[src/rtl/arith_pkg.sv]
// ---------------------------------------------------------------------------
// arith_pkg
// Shared definitions for the serial arithmetic blocks.
//   DEFAULT_WIDTH : default operand/result width
//   state_t       : sequencing FSM states (IDLE -> RUN -> DONE -> IDLE)
// ---------------------------------------------------------------------------
package arith_pkg;

    localparam int unsigned DEFAULT_WIDTH = 8;

    typedef enum logic [1:0] {
        ST_IDLE = 2'd0,
        ST_RUN  = 2'd1,
        ST_DONE = 2'd2
    } state_t;

endpackage

[src/rtl/half_subtractor.sv]
// ---------------------------------------------------------------------------
// half_subtractor
// Combinational one-bit subtract cell, the counterpart of half_adder.
//   a      : minuend bit
//   b      : subtrahend bit
//   diff   : a ^ b
//   borrow : ~a & b
// ---------------------------------------------------------------------------
module half_subtractor (
    input  logic a,
    input  logic b,
    output logic diff,
    output logic borrow
);

    assign diff   = a ^ b;
    assign borrow = ~a & b;

endmodule

[src/rtl/serial_subtractor.sv]
// ---------------------------------------------------------------------------
// serial_subtractor
// Bit-serial unsigned subtractor: diff = (a - b) mod 2^WIDTH, LSB first,
// one bit per clock, with a start/done handshake.
//   clk    : rising-edge clock
//   rst    : asynchronous active-high reset
//   start  : request, sampled only in IDLE
//   a, b   : operands, captured on the accepted start
//   busy   : high in RUN and DONE
//   done   : one-cycle pulse, result valid
//   diff   : registered result, updated only on completion
//   borrow : registered, 1 iff a < b
// ---------------------------------------------------------------------------
module serial_subtractor
    import arith_pkg::*;
#(
    parameter int unsigned WIDTH = DEFAULT_WIDTH
) (
    input  logic             clk,
    input  logic             rst,
    input  logic             start,
    input  logic [WIDTH-1:0] a,
    input  logic [WIDTH-1:0] b,
    output logic             busy,
    output logic             done,
    output logic [WIDTH-1:0] diff,
    output logic             borrow
);

    localparam int unsigned     CW   = $clog2(WIDTH);
    localparam logic [CW-1:0]   LAST = CW'(WIDTH - 1);

    state_t           r_state;
    state_t           w_next;
    logic [WIDTH-1:0] r_sa;
    logic [WIDTH-1:0] r_sb;
    // Only the upper WIDTH-1 bits of the partial result need storing: the
    // bit produced on the final edge goes straight into diff.
    logic [WIDTH-2:0] r_res;
    logic [WIDTH-1:0] r_diff;
    logic             r_borrow;
    logic             r_bff;
    logic [CW-1:0]    r_cnt;

    logic             w_d0;
    logic             w_b0;
    logic             w_d;
    logic             w_b1;
    logic             w_bo;
    logic             w_last;
    logic             w_busy;
    logic             w_done;
    logic [WIDTH-1:0] w_res_next;

    // Full-subtract cell: (sa - sb) then (partial - borrow_in).
    half_subtractor u_hs0 (
        .a      (r_sa[0]),
        .b      (r_sb[0]),
        .diff   (w_d0),
        .borrow (w_b0)
    );

    half_subtractor u_hs1 (
        .a      (w_d0),
        .b      (r_bff),
        .diff   (w_d),
        .borrow (w_b1)
    );

    assign w_bo       = w_b0 | w_b1;
    assign w_last     = (r_cnt == LAST);
    assign w_res_next = {w_d, r_res};

    always_ff @(posedge clk or posedge rst) begin
        if (rst) begin
            r_state <= ST_IDLE;
        end else begin
            r_state <= w_next;
        end
    end

    always_comb begin
        w_next = r_state;
        w_busy = 1'b0;
        w_done = 1'b0;
        unique case (r_state)
            ST_IDLE: begin
                if (start) begin
                    w_next = ST_RUN;
                end
            end
            ST_RUN: begin
                w_busy = 1'b1;
                if (w_last) begin
                    w_next = ST_DONE;
                end
            end
            ST_DONE: begin
                w_busy = 1'b1;
                w_done = 1'b1;
                w_next = ST_IDLE;
            end
            default: begin
                w_next = ST_IDLE;
            end
        endcase
    end

    always_ff @(posedge clk or posedge rst) begin
        if (rst) begin
            r_sa     <= '0;
            r_sb     <= '0;
            r_res    <= '0;
            r_diff   <= '0;
            r_borrow <= 1'b0;
            r_bff    <= 1'b0;
            r_cnt    <= '0;
        end else begin
            case (r_state)
                ST_IDLE: begin
                    if (start) begin
                        r_sa  <= a;
                        r_sb  <= b;
                        r_bff <= 1'b0;
                        r_cnt <= '0;
                    end
                end
                ST_RUN: begin
                    r_sa  <= r_sa >> 1;
                    r_sb  <= r_sb >> 1;
                    r_res <= w_res_next[WIDTH-1:1];
                    r_bff <= w_bo;
                    r_cnt <= r_cnt + 1'b1;
                    if (w_last) begin
                        r_diff   <= w_res_next;
                        r_borrow <= w_bo;
                    end
                end
                default: begin
                end
            endcase
        end
    end

    assign busy   = w_busy;
    assign done   = w_done;
    assign diff   = r_diff;
    assign borrow = r_borrow;

endmodule
[config.mk]
export PLATFORM = sky130hd
export DESIGN_NAME = serial_subtractor
export DESIGN_NICKNAME = d
export VERILOG_FILES = /design/src/rtl/arith_pkg.sv /design/src/rtl/half_subtractor.sv /design/src/rtl/serial_subtractor.sv
export SDC_FILE = /design/constraint.sdc
export NUM_CORES = 1
export LEC_CHECK = 0
export ABC_AREA = 0
export ABC_CLOCK_PERIOD_IN_PS = 1860
export CORE_ASPECT_RATIO = 1.2
export CORE_MARGIN = 2
export CORE_UTILIZATION = 33
export CTS_BUF_LIST = sky130_fd_sc_hd__clkbuf_4 sky130_fd_sc_hd__clkbuf_8 sky130_fd_sc_hd__clkbuf_16
export DETAILED_ROUTE_END_ITERATION = 8
export PLACE_DENSITY_LB_ADDON = 0.05
export SLEW_MARGIN = 20
export SYNTH_ARGS = -nofsm -noshare
export SYNTH_HDL_FRONTEND = slang
export SYNTH_SLANG_ARGS = --single-unit
[constraint.sdc]
create_clock -name clk -period 1.86 [get_ports clk]
set_input_delay 0.279 -clock clk [delete_from_list [all_inputs] [get_ports clk]]
set_output_delay 0.279 -clock clk [all_outputs]
set_load 0.02 [all_outputs]
==> flow_metrics.tcl <==
set metrics [dict create \
    drcViolationCount 0 \
    outcome "finished clean" \
    nets 216 \
    io_buffers 29 \
    synth_nets 180 \
    synth_area_leaders "dfrtp_1 (53%), mux2_2 (9.3%), a221oi_2 (6.6%)" \
    grt_pass1_wl_microns 6450 \
    ant_nets 0 \
    drt-wirelength-per-cell_microns 15.0 \
    initial_utilization 0.342 \
    slowest_stage "clkdlybuf4s50_1" \
    drt_iter0_drc 79 \
    cp_max_fo 3 \
    leakage_nw 1.04 \
    dieArea_sq_um 6090 \
    gp_congestion 0.720 \
    worst_pin_slew_ns 0.497 \
    finalPower_mw 3.71 \
    seq_area_frac_synth 0.526 \
    hold_viol 0 \
    hold_path.class "in2async" \
    synthTopCellsByCount "dfrtp_1 (38), inv_1 (19), mux2_2 (15), nor2_1 (14), o22ai_1 (12)" \
    critPathMaxStageDelay_ns 0.59 \
    cp.buffers_inverters 2 \
    num_antenna_cells 0 \
    maxCapViolCount 0 \
    grt.overflow.total 0 \
    placed_cell_area_sq_um 2170 \
    end_kind "output pin" \
    ctsRootBufferMaster "clkbuf_8" \
    place_inst 245 \
    fmax_mhz 557 \
    tns_ns 0 \
    setup_viol 0 \
    pre_cts_ws_ns 0.0809 \
    max_slew_margin 0.669 \
    power_density_nw_per_um2 1620 \
    clock_path_buffers 2 \
    clk_pin_slew_ns 0.08 \
    hold_slack_ns 0.409 \
    yosys_warnings 0 \
    totalWireLength_microns 3810 \
    synth_edf_count 0 \
    required_ns 1.58 \
    final_core_util 0.432 \
    syn_inst 155 \
    die_w_microns 71.6 \
    cp-start-kind "flop" \
    vias_per_cell 5.09 \
    yosysMostFrequentCell "dfrtp_1" \
    fin_ws_ns 0.0662 \
    dp_hpwl_microns 2620 \
    clk_latency_ns 0.29 \
    cp.arrival_ns 1.51 \
    rows 29 \
    track_usage 0.137 \
    coreArea_sq_um 5300 \
    synth_ff_type "dfrtp_1" \
    critical_path.top_delay_family "buffers and inverters" \
    synthToLayoutAreaGrowth_pct 26.6 \
    numCtsBuffers 5 \
    yosysTopAreaCell "dfrtp_1" \
    drtPass1Iterations 4 \
    async_reset_ff_frac 1.00 \
    die_y_microns 85.1 \
    cts.sinks 38 \
    syn-cell-area_sq_um 1810 \
    maxSlewViolCount 0 \
    cts_hold_buffers 0 \
    finClkSkew_ns 0.00523 \
    cts_tree "yes" \
    rsz0062_at_grt "false" \
    synth_top_cell_area_share 0.526 \
    cp_cell_sequence "inv_1, ha_1, clkdlybuf4s50_1" \
    grt_max_degree 39 \
    timing.final.crit_share 0.964 \
    nFillCells 506 \
    antenna_found_initial 0 \
    final.min_clock_period_ns 1.79 \
    synth.distinct_cells 25 \
    stdcell_area_sq_um 2290 \
    htreeDepth 2 \
    grt_pass1_vias 1305 \
    finalNonFillerCells 254 \
    path_class "reg2out" \
    drive_gt1_frac 0.229 \
    io_pins 30 \
    num_vias 1292 \
    ys_seq_elements 38 \
    avgSynthCellArea_sq_um 11.7 \
    vdd_drop_max_mv 0.641 \
]
## tightest hold or removal path, cell delays in order
cell and delay, ns:
clkdlybuf4s50_1 0.39, inv_1 0.05, buf_4 0.42
## layout by cell type, fill, tap and decap left out, drive strengths merged, types with 2 or more instances in the layout
cell type       n
a22o            2
clkinvlp        2
inv            18
a21oi           4
dfrtp          38
o22ai          12
nand3           2
o21ai           7
mux2           15
buf             8
o2bb2ai         2
ha              5
nand2           6
o221a           2
clkbuf          6
a221oi         12
and3b           2
clkdlybuf4s50  28
nor2           14
nand2b          2
## power by group
part / total (mW) / switching (mW) / internal, mW / leakage [nW]
combinational: 1.71 / 0.874 / 0.833 / 0.527
sequential: 1.41 / 0.229 / 1.18 / 0.462
clock: 0.594 / 0.296 / 0.298 / 0.0472
total: 3.71 / 1.40 / 2.31 / 1.04
## state kept, by name, summed over array words and instances (netlist names)
signal,count
diff,8
r_sa,8
r_sb,8
r_res,7
r_cnt,3
r_state,2
borrow,1
r_bff,1
## worst paths after layout
path / from / to / slack [ns] / depth (start not counted)
worst min register to register: borrow / borrow / 0.49 / 2
worst min-delay path: rst / r_res[3] / 0.41 / 3
worst max-delay path: r_state[0] / done / 0.07 / 3
max in group asynchronous: rst / r_sb[1] / 1.11 / 3
min in group clk: borrow / borrow / 0.49 / 2
worst max register to register: r_state[0] / r_sb[0] / 0.20 / 5
## metal layers
metal | vias to the layer above | GRT usage | wire [microns]
met3 | 2 | 0.0249 | 81
met4 | 0 | 0.0566 | 23
met1 | 647 | 0.173 | 1770
li1 | 627 | - | -
met2 | 16 | 0.230 | 1930
met5 | - | 0 | 0
## repair_timing
action                     CTS  global route
setup endpoints to repair    1             6
resized for setup            1             1
setup buffers                0             1
## cells by family (layout without fill, tap and decap cells)
family	Yosys count	after routing	synth area share
buf+inv	27	64	0.0705
compound gates	41	41	0.189
mux	16	16	0.0989
simple gates	27	27	0.0699
fa+ha+maj	6	6	0.0456
flops	38	38	0.526
## layout make-up
type	count	area [sq um]	share of cell area
Clock inverter	2	12.5	0.00546
Timing Repair Buffer	37	362	0.158
Sequential cell	38	951	0.415
Multi-Input combinational cell	90	731	0.319
Clock buffer	6	82.6	0.0360
Tap cell	62	77.6	0.0339
Inverter	19	75.1	0.0328
(Power assumes the default switching activity.)
